[src/rtl/multichannel_amplitude_detector.sv]
// Windowed per-lane amplitude detector: tracks signed max/min over a fixed number of
// accepted samples and reports positive peak, absolute peak or half peak-to-peak.
module multichannel_amplitude_detector #(
    parameter int unsigned CHANNELS       = 2,
    parameter int unsigned SAMPLE_WIDTH   = 16,
    parameter int unsigned WINDOW_SAMPLES = 256
) (
    input  logic                             i_clock,
    input  logic                             i_reset,
    input  logic                             i_enable,
    input  logic                             i_sample,
    input  logic [CHANNELS*SAMPLE_WIDTH-1:0] i_data,
    input  logic [1:0]                       i_mode,
    output logic [CHANNELS*SAMPLE_WIDTH-1:0] o_amplitude,
    output logic                             o_update,
    output logic                             o_busy
);

    localparam int unsigned SW   = SAMPLE_WIDTH;
    localparam int unsigned CntW = $clog2(WINDOW_SAMPLES + 1);

    localparam logic [CntW-1:0]      LastCnt   = CntW'(WINDOW_SAMPLES - 1);
    localparam logic signed [SW-1:0] MaxPos    = {1'b0, {(SW-1){1'b1}}};
    localparam logic signed [SW-1:0] MinNeg    = {1'b1, {(SW-1){1'b0}}};
    localparam logic signed [SW:0]   MaxPosExt = {2'b00, {(SW-1){1'b1}}};

    typedef enum logic [0:0] {StIdle, StSample} state_e;

    // Window result from the final tracker values; mode 11 falls through to positive peak.
    function automatic logic [SW-1:0] amp_calc(input logic [1:0]             mode,
                                               input logic signed [SW-1:0] mx,
                                               input logic signed [SW-1:0] mn);
        logic signed [SW:0] emx;
        logic signed [SW:0] emn;
        logic signed [SW:0] neg_mn;
        logic signed [SW:0] big;
        logic signed [SW:0] diff;
        emx    = {mx[SW-1], mx};
        emn    = {mn[SW-1], mn};
        neg_mn = -emn;
        big    = (emx > neg_mn) ? emx : neg_mn;
        diff   = emx - emn;
        case (mode)
            2'b01:   amp_calc = (big > MaxPosExt) ? MaxPos : SW'(big);
            2'b10:   amp_calc = SW'(diff >>> 1);
            default: amp_calc = mx[SW-1] ? '0 : mx;
        endcase
    endfunction

    state_e                   state_q, state_d;
    logic [1:0]               mode_q, mode_d;
    logic [CntW-1:0]          cnt_q, cnt_d;
    logic signed [SW-1:0]     max_q [CHANNELS];
    logic signed [SW-1:0]     max_d [CHANNELS];
    logic signed [SW-1:0]     min_q [CHANNELS];
    logic signed [SW-1:0]     min_d [CHANNELS];
    logic [CHANNELS*SW-1:0]   amp_q, amp_d;
    logic                     upd_q, upd_d;

    logic signed [SW-1:0]     lane_x   [CHANNELS];
    logic signed [SW-1:0]     upd_max  [CHANNELS];
    logic signed [SW-1:0]     upd_min  [CHANNELS];
    logic [SW-1:0]            lane_res [CHANNELS];

    // Trackers as they would stand after accepting the current sample.
    for (genvar g = 0; g < CHANNELS; g++) begin : g_lane
        assign lane_x[g]   = i_data[g*SW +: SW];
        assign upd_max[g]  = (lane_x[g] > max_q[g]) ? lane_x[g] : max_q[g];
        assign upd_min[g]  = (lane_x[g] < min_q[g]) ? lane_x[g] : min_q[g];
        assign lane_res[g] = amp_calc(mode_q, upd_max[g], upd_min[g]);
    end

    always_comb begin
        state_d = state_q;
        mode_d  = mode_q;
        cnt_d   = cnt_q;
        max_d   = max_q;
        min_d   = min_q;
        amp_d   = amp_q;
        upd_d   = 1'b0;
        case (state_q)
            StIdle: begin
                if (i_enable) begin
                    state_d = StSample;
                    mode_d  = i_mode;
                    cnt_d   = '0;
                    for (int unsigned k = 0; k < CHANNELS; k++) begin
                        max_d[k] = MinNeg;
                        min_d[k] = MaxPos;
                    end
                end
            end
            StSample: begin
                if (!i_enable) begin
                    state_d = StIdle;
                end else if (i_sample) begin
                    if (cnt_q == LastCnt) begin
                        // Close the window and open the next one on the same edge.
                        for (int unsigned k = 0; k < CHANNELS; k++) begin
                            amp_d[k*SW +: SW] = lane_res[k];
                            max_d[k]          = MinNeg;
                            min_d[k]          = MaxPos;
                        end
                        cnt_d  = '0;
                        mode_d = i_mode;
                        upd_d  = 1'b1;
                    end else begin
                        cnt_d = cnt_q + CntW'(1);
                        max_d = upd_max;
                        min_d = upd_min;
                    end
                end
            end
            default: state_d = StIdle;
        endcase
    end

    always_ff @(posedge i_clock or posedge i_reset) begin
        if (i_reset) begin
            state_q <= StIdle;
            mode_q  <= 2'b00;
            cnt_q   <= '0;
            amp_q   <= '0;
            upd_q   <= 1'b0;
            for (int unsigned k = 0; k < CHANNELS; k++) begin
                max_q[k] <= MinNeg;
                min_q[k] <= MaxPos;
            end
        end else begin
            state_q <= state_d;
            mode_q  <= mode_d;
            cnt_q   <= cnt_d;
            amp_q   <= amp_d;
            upd_q   <= upd_d;
            for (int unsigned k = 0; k < CHANNELS; k++) begin
                max_q[k] <= max_d[k];
                min_q[k] <= min_d[k];
            end
        end
    end

    assign o_amplitude = amp_q;
    assign o_update    = upd_q;
    assign o_busy      = (state_q == StSample);

endmodule

[config.mk]
export PLATFORM = sky130hd
export DESIGN_NAME = multichannel_amplitude_detector
export DESIGN_NICKNAME = d
export VERILOG_FILES = /design/src/rtl/multichannel_amplitude_detector.sv
export SDC_FILE = /design/constraint.sdc
export NUM_CORES = 1
export LEC_CHECK = 0
export ABC_AREA = 1
export BUFFER_PORTS_ARGS = -buffer_cell sky130_fd_sc_hd__buf_2
export CAP_MARGIN = 20
export CORE_ASPECT_RATIO = 0.5
export CORE_MARGIN = 3
export CORE_UTILIZATION = 60
export DETAILED_ROUTE_END_ITERATION = 8
export HOLD_SLACK_MARGIN = 0.12
export MAX_ROUTING_LAYER = met4
export PLACE_DENSITY = 0.79
export SYNTH_ARGS = -nofsm -noshare
export SYNTH_HDL_FRONTEND = slang
export SYNTH_SLANG_ARGS = --single-unit
[constraint.sdc]
create_clock -name i_clock -period 7.42 [get_ports i_clock]
set_clock_uncertainty 0.15 [all_clocks]
set_input_delay 0.742 -clock i_clock [delete_from_list [all_inputs] [get_ports i_clock]]
set_output_delay 0.742 -clock i_clock [all_outputs]
set_load 0.005 [all_outputs]
==> results of run 1 <==
## per-stage QoR
step	std cells	setup slack [ns]	utilization (%)
2_1_floorplan	1728	2.02	-
3_3_place_gp	2028	1.06	66.5
3_5_place_dp	2028	0.863	66.5
4_1_cts	2044	1.16	68.1
5_1_grt	2044	0.461	68.1
6_report	2044	1.06	68.1
## cell type report
cell class / count / area (sq um) / area share [%]
Clock buffer: 9 / 225 / 1.85
Clock inverter: 7 / 63.8 / 0.523
Inverter: 272 / 1020 / 8.39
Multi-Input combinational cell: 1299 / 7250 / 59.5
Sequential cell: 109 / 2770 / 22.7
Tap cell: 252 / 315 / 2.59
Timing Repair Buffer: 96 / 543 / 4.45
## flip-flops by register name, summed over array words and instances (netlist names)
name / flops
o_amplitude: 32
cnt_q: 9
max_q: 32
o_update: 1
mode_q: 2
min_q: 32
o_busy: 1
## layout by cell type, fill, tap and decap left out, types with 8 or more instances in the layout
master and n:
nand2_1 507, o22ai_1 63, inv_1 263, buf_4 25, ha_1 130, nand3_1 88
a22oi_1 15, o21ai_0 84, nand4_1 21, o21ai_1 10, buf_2 71, nor3_1 20
dfstp_2 32, a21oi_1 101, dfrtp_1 77, nand3_2 8, nand2_2 43, nor2_2 11
o21a_1 11, nor2_1 112, clkbuf_16 9, and2_1 11
## metal layers
layer  track usage, %  vias to the layer above  part of all wire [%]
li1                 -                     5770                     -
met1             43.2                     5374                    43
met2             59.1                      525                    46
met3             5.55                      113                   7.5
met4             15.7                        0                   4.0
met5                -                        -                     0
## report_power, final
part	total, mW	leakage, nW	switching (mW)	internal [mW]
Combinational	3.52	5.26	2.36	1.17
Sequential	0.789	1.36	0.0612	0.727
Clock	0.502	0.144	0.264	0.238
Total	4.81	6.76	2.68	2.13
## critical path: cells and delay by family (launching register included)
kind | cells | cell delay (ns)
AO/OA/AOI/OAI | 3 | 0.73
AND/OR/NAND/NOR | 24 | 3.09
buffers and inverters | 4 | 0.83
adder cells (fa/ha/maj) | 2 | 0.87
flip-flops | 1 | 0.55
## how the worst min path moves through the flow
stage / startpoint / to / cells after the start
floorplan: cnt_q[8]$_DFFE_PP0P_ / o_update$_DFF_PP0_ / 1
global placement: o_amplitude[31]$_DFFE_PP0P_ / o_amplitude[31]$_DFFE_PP0P_ / 2
detailed placement: cnt_q[8]$_DFFE_PP0P_ / o_update$_DFF_PP0_ / 1
CTS: i_reset / max_q[21]$_DFFE_PP0P_ / 2
global route: i_enable / o_busy$_DFF_PP0_ / 1
finish: i_reset / min_q[15]$_DFFE_PP0P_ / 2
## kinds of logic after synthesis
group                    synth area share [%]
multiplexers                           0.0885
buffers and inverters                    11.5
AND/OR/NAND/NOR                          32.8
adder cells (fa/ha/maj)                  14.7
flip-flops                               24.5
XOR/XNOR                                0.697
AO/OA/AOI/OAI                            15.8
==> run summary, run 1 <==
Port buffer count = 71
Antenna cells = 0
CTS tree = done
Starting Density = 63.1%
Synthesis Warnings = 0
Syn avg cell area = 6.54 sq um
Worst skew pair latency = 0.38 ns
# rows = 34
Wire per inst = 17.1 microns
Slowest CP cell = dfstp_2
Area Overhead vs Synth = 7.81%
Slew @ Worst Pin = 1.05 ns
FF+latch count, synth = 109
Placed Instance Area = 11900 sq um
Number of fill cells = 1644
Final instance area = 12200 sq um
Total grt overflow = 0
Post-Syn Area = 11300 sq um
Status = completed
Slew Viols, Final = 0
Hold_buf cts = 0
Minimum clock period = 6.36 ns
Die Wd = 200 microns
Main synth FF type = dfrtp_1
Lkg Pwr = 6.76 nW
Fin Hold WS = 0.327 ns
Top achievable clock speed = 157 MHz
WP data required = 7.53 ns
FF-to-FF path depth = 33
R2r endpoint = o_amplitude[19]$_DFFE_PP0P_
Die Y = 103 microns
Peak fanout along the critical path = 15
Fraction of layout cells with a size suffix above 1 = 12.8%
Final #Nets = 1957
CTS max path bufs = 2
FF-to-FF setup slack = 1.06 ns
CTS sink cnt = 109
Vias per cell = 5.76
Max cap viols = 0
Routed Antenna Nets = 0
Post-cts resize count = 0
Final critical-path share of the clock period = 85.7%
Slew headroom = 29.6%
Ys async rst share = 100%
Final HPWL DP = 27700 microns
P per Cell Area = 395 nW/um^2
CP Class = flop to flop
Most common cell in the netlist = nand2_1
Largest net degree at the start of global routing = 77
Hold Crit Class = primary input to async pin
Setup crit end kind = flop
Routed WL = 34900 microns
Largest area contributor in the netlist = dfrtp_1
First-pass GRT wire length = 56600 microns
Crit-path max cell delay = 0.55 ns
Setup bufs post-CTS = 0
RR Startpoint = max_q[15]$_DFFE_PP1P_
H-tree Lvls = 3
Syn Nets = 1898
Final setup violation count = 0
Tot Pwr = 4.81 mW
Number of failing hold endpoints at the final stage = 0
RSZ-0062 raised after global routing = no
Vias = 11800
CTS clk-pin slew, worst paths = 0.08 ns
Initial DRT Pass Iterations = 7
Worst Setup SP = max_q[15]$_DFFE_PP1P_
CTS root buf = clkbuf_16
# DRC = 0
Vias in the first global route = 11400
Post-synth EDFFs = 0
Die area = 20600 sq um
Synth area leaders = dfrtp_1 (17%), nand2_1 (17%), ha_1 (14%)
Count of cell types in the netlist = 54
DR iter-0 viols = 883
IO Pins = 72
Core Area = 17900 sq um
Cell count after synthesis = 1728
Antenna violations before repair = 0
Critical path launch point type = flop
Num CTS Buffers = 9
Gpl congestion = 1.00
Worst setup endpoint = o_amplitude[19]$_DFFE_PP0P_
Setup TNS = 0 ns
Worst path most repeated cell = nand2_1
Gr usage total = 35.3%
Post-synthesis sequential area ratio = 24.5%
Top cells by count, synth = nand2_1 (508), inv_1 (264), ha_1 (130), nor2_1 (112), a21oi_1 (101)
CP arrival = 6.47 ns
Top cell type's share of synthesized area = 17.0%
Worst vdd rail ir drop = 0.243 mV
Power figures use the tool's default switching activity.
==> inputs of run 2 (changes only) <==
ABC_AREA = default   (was 1)
CORE_ASPECT_RATIO = default   (was 0.5)
PLACE_DENSITY = default   (was 0.79)
PLACE_DENSITY_LB_ADDON = 0.1   (was default)
==> run 2 against run 1 <==
Highest routed layer unchanged. Clock-buffer cell count is 4 higher. Via count is 15% lower. Non-clock buffer count is 2 lower. Die area is 7.1% lower. Register-to-register slack worse by 0.21 ns. Worst setup slack worse by 0.21 ns. Synthesized cell count is 28% lower. Final area is 6.2% lower. Fmax is 3.2% lower. First-iteration DRC count is 52% higher. Sequential share of layout area is 1.5 points higher. Critical endpoint is now o_amplitude[3]$_DFFE_PP0P_.
==> run summary, run 2 <==
Setup crit end kind = flop
Fraction of layout cells with a size suffix above 1 = 14.9% (+2.1 points)
Die area = 19200 sq um (-7.1%)
Post-synth EDFFs = 0 (unchanged)
Worst skew pair latency = 0.37 ns (about the same)
Lkg Pwr = 5.33 nW (-21%)
Vias per cell = 6.57 (+14%)
Wire per inst = 20.8 microns (+22%)
Commonest non-fill, non-tap cell in the layout = ha_1
H-tree Lvls = 3 (unchanged)
# rows = 47 (+38%)
Cell count after synthesis = 1246 (-28%)
Initial DRT Pass Iterations = 5 (-2)
Antenna violations before repair = 0 (unchanged)
Final #Nets = 1477 (-25%)
Minimum clock period = 6.57 ns (+0.209 ns)
# DRC = 0 (unchanged)
Final critical-path share of the clock period = 88.5% (+2.8 points)
Setup TNS = 0 ns (unchanged)
Slew @ Worst Pin = 1.00 ns (-0.0505 ns)
Gpl congestion = 0.994 (-0.92%)
Max cap viols = 0 (unchanged)
Post-cts resize count = 0 (unchanged)
Post-Syn Area = 10500 sq um (-6.9%)
Vias in the first global route = 9312 (-18%)
Setup ws final = 0.851 ns (-0.209 ns)
Status = completed
Slew headroom = 33.2% (+3.6 points)
Number of failing hold endpoints at the final stage = 0 (unchanged)
Num CTS Buffers = 9 (unchanged)
P per Cell Area = 228 nW/um^2 (-42%)
CTS root buf = clkbuf_16
DR iter-0 viols = 1345 (+52%)
Post-synthesis sequential area ratio = 26.3% (+1.8 points)
Synthesis Warnings = 0 (unchanged)
Port buffer count = 71 (unchanged)
Largest net degree at the start of global routing = 76 (-1.3%)
RSZ-0062 raised after global routing = no
Syn Nets = 1416 (-25%)
Synth area leaders = dfrtp_1 (18%), ha_1 (15%), dfstp_2 (8.0%)
Final instance area = 11400 sq um (-6.2%)
CP Class = flop to flop
Placed Instance Area = 11200 sq um (-6.3%)
Setup bufs post-CTS = 0 (unchanged)
Most common cell in the netlist = ha_1
First-pass GRT wire length = 50700 microns (-10%)
Largest area contributor in the netlist = dfrtp_1
Number of fill cells = 1456 (-11%)
Top achievable clock speed = 152 MHz (-3.2%)
Most frequent cells in the layout = ha_1 (130), inv_1 (102), nor2_1 (101), nand2_1 (96), a21oi_1 (78)
Ys async rst share = 100% (unchanged)
Syn avg cell area = 8.45 sq um (+29%)
IO Pins = 72 (unchanged)
Slowest CP cell = dfstp_2
Critical path launch point type = flop
Worst vdd rail ir drop = 0.142 mV (-42%)
Gr usage total = 33.7% (-1.7 points)
FF+latch count, synth = 109 (unchanged)
Total grt overflow = 0 (unchanged)
RR Startpoint = min_q[29]$_DFFE_PP1P_
Final setup violation count = 0 (unchanged)
Hold Crit Class = primary input to async pin
Vias = 10100 (-15%)
Hold_buf cts = 0 (unchanged)
Crit-path max cell delay = 0.55 ns (about the same)
CTS max path bufs = 2 (unchanged)
Slew Viols, Final = 0 (unchanged)
Core Area = 16900 sq um (-5.8%)
CTS clk-pin slew, worst paths = 0.08 ns (about the same)
WP data required = 7.53 ns (about the same)
Worst Setup SP = min_q[29]$_DFFE_PP1P_
Peak fanout along the critical path = 17 (+2)
CTS sink cnt = 109 (unchanged)
Worst path most repeated cell = ha_1
Top cell type's share of synthesized area = 18.3% (+1.3 points)
Antenna cells = 0 (unchanged)
Count of cell types in the netlist = 91 (+69%)
Final HPWL DP = 24400 microns (-12%)
CP arrival = 6.67 ns (+0.20 ns)
Util after Layout = 67.8% (-0.33 points)
Crit path cell chain = inv_1 -> ha_1 -> a21o_1 -> a2111oi_4 -> a21oi_1 -> nand2_2 -> mux2i_1 -> ha_1 -> nand2_1 -> mux2_2 -> a21oi_1 -> xnor2_1 -> ha_1 -> and4_1 -> nand2_1 -> or4_1 -> a31oi_1 -> buf_4 -> o31a_1 -> a21o_1 -> a21boi_1 -> a211o_1
Routed Antenna Nets = 0 (unchanged)
Routed WL = 31900 microns (-8.5%)
Die Wd = 138 microns (-31%)
Die Y = 138 microns (+34%)
Top cells by count, synth = ha_1 (130), inv_1 (103), nor2_1 (102), nand2_1 (96), a21oi_1 (78)
Area Overhead vs Synth = 8.59%
Main synth FF type = dfrtp_1
Pre-CTS setup slack = 0.688 ns (-0.175 ns)
Starting Density = 62.4% (-0.76 points)
CTS tree = done
-- run 2: cell types whose count changed in the layout (fill, tap and decap cells not counted), sizes merged, moves of 19 or more --
cell	before	now
nand2	556	97
inv	273	104
nand3	97	30
mux2i	1	47
o22ai	63	22
xnor2	2	36
nor2	126	102
a22oi	15	34
-- run 2: kinds of logic after synthesis --
family	synth area share, %
and+or+nand+nor	16.8
DFF	26.3
xor gates and xnor gates	4.74
adders and majority gates	15.9
buffers and inverters	5.61
AOI/OAI and AO/OA	24.1
muxes	6.58
-- run 2: worst max-delay path: cells and delay by family, from the launching register on --
kind            cells  cell delay, ns
compound gates      9            2.26
buf+inv             2            0.30
mux                 2            0.71
simple gates        5            1.31
flops               1            0.55
fa+ha+maj           3            1.05
xor+xnor            1            0.11
-- run 2: final timing paths --
| check | endpoint | slack (ns) | cells after the start |
|---|---|---|---|
| setup / recovery | o_amplitude[3]$_DFFE_PP0P_ | 0.85 | 22 |
| hold / removal | max_q[12]$_DFFE_PP0P_ | 0.23 | 2 |
| setup reg to reg | o_amplitude[3]$_DFFE_PP0P_ | 0.85 | 22 |
| hold reg to reg | o_amplitude[19]$_DFFE_PP0P_ | 0.35 | 2 |
| max in group asynchronous | o_busy$_DFF_PP0_ | 5.50 | 3 |
| min in group i_clock | o_amplitude[19]$_DFFE_PP0P_ | 0.35 | 2 |
-- run 2: power by group --
part,switching (mW),internal (mW)
clock,0.248,0.248
combinational,0.890,0.546
sequential,0.0299,0.649
-- run 2: final cells by class --
type / instances / area [sq um] / share of cell area, %
Multi-Input combinational cell: 989 / 7190 / 62.9
Sequential cell: 109 / 2770 / 24.2
Timing Repair Buffer: 94 / 528 / 4.62
Inverter: 104 / 393 / 3.44
Tap cell: 220 / 275 / 2.41
Clock buffer: 13 / 260 / 2.28
Clock inverter: 3 / 18.8 / 0.164
-- run 2: routing by layer --
| layer | track usage (%) | share of wire, % |
|---|---|---|
| met1 | 51.5 | 47 |
| met2 | 44.9 | 40 |
| met3 | 7.56 | 11 |
| met4 | 8.06 | 1.7 |
| met5 | - | 0 |
-- run 2: metrics by stage --
stage	power, mW	cells	hold WS (ns)
after floorplan	1.73	1246	0.325
after global placement	2.05	1516	0.330
after detailed placement	2.07	1516	0.335
after CTS	2.57	1532	0.259
after global routing	2.78	1532	0.264
final	2.61	1532	0.234
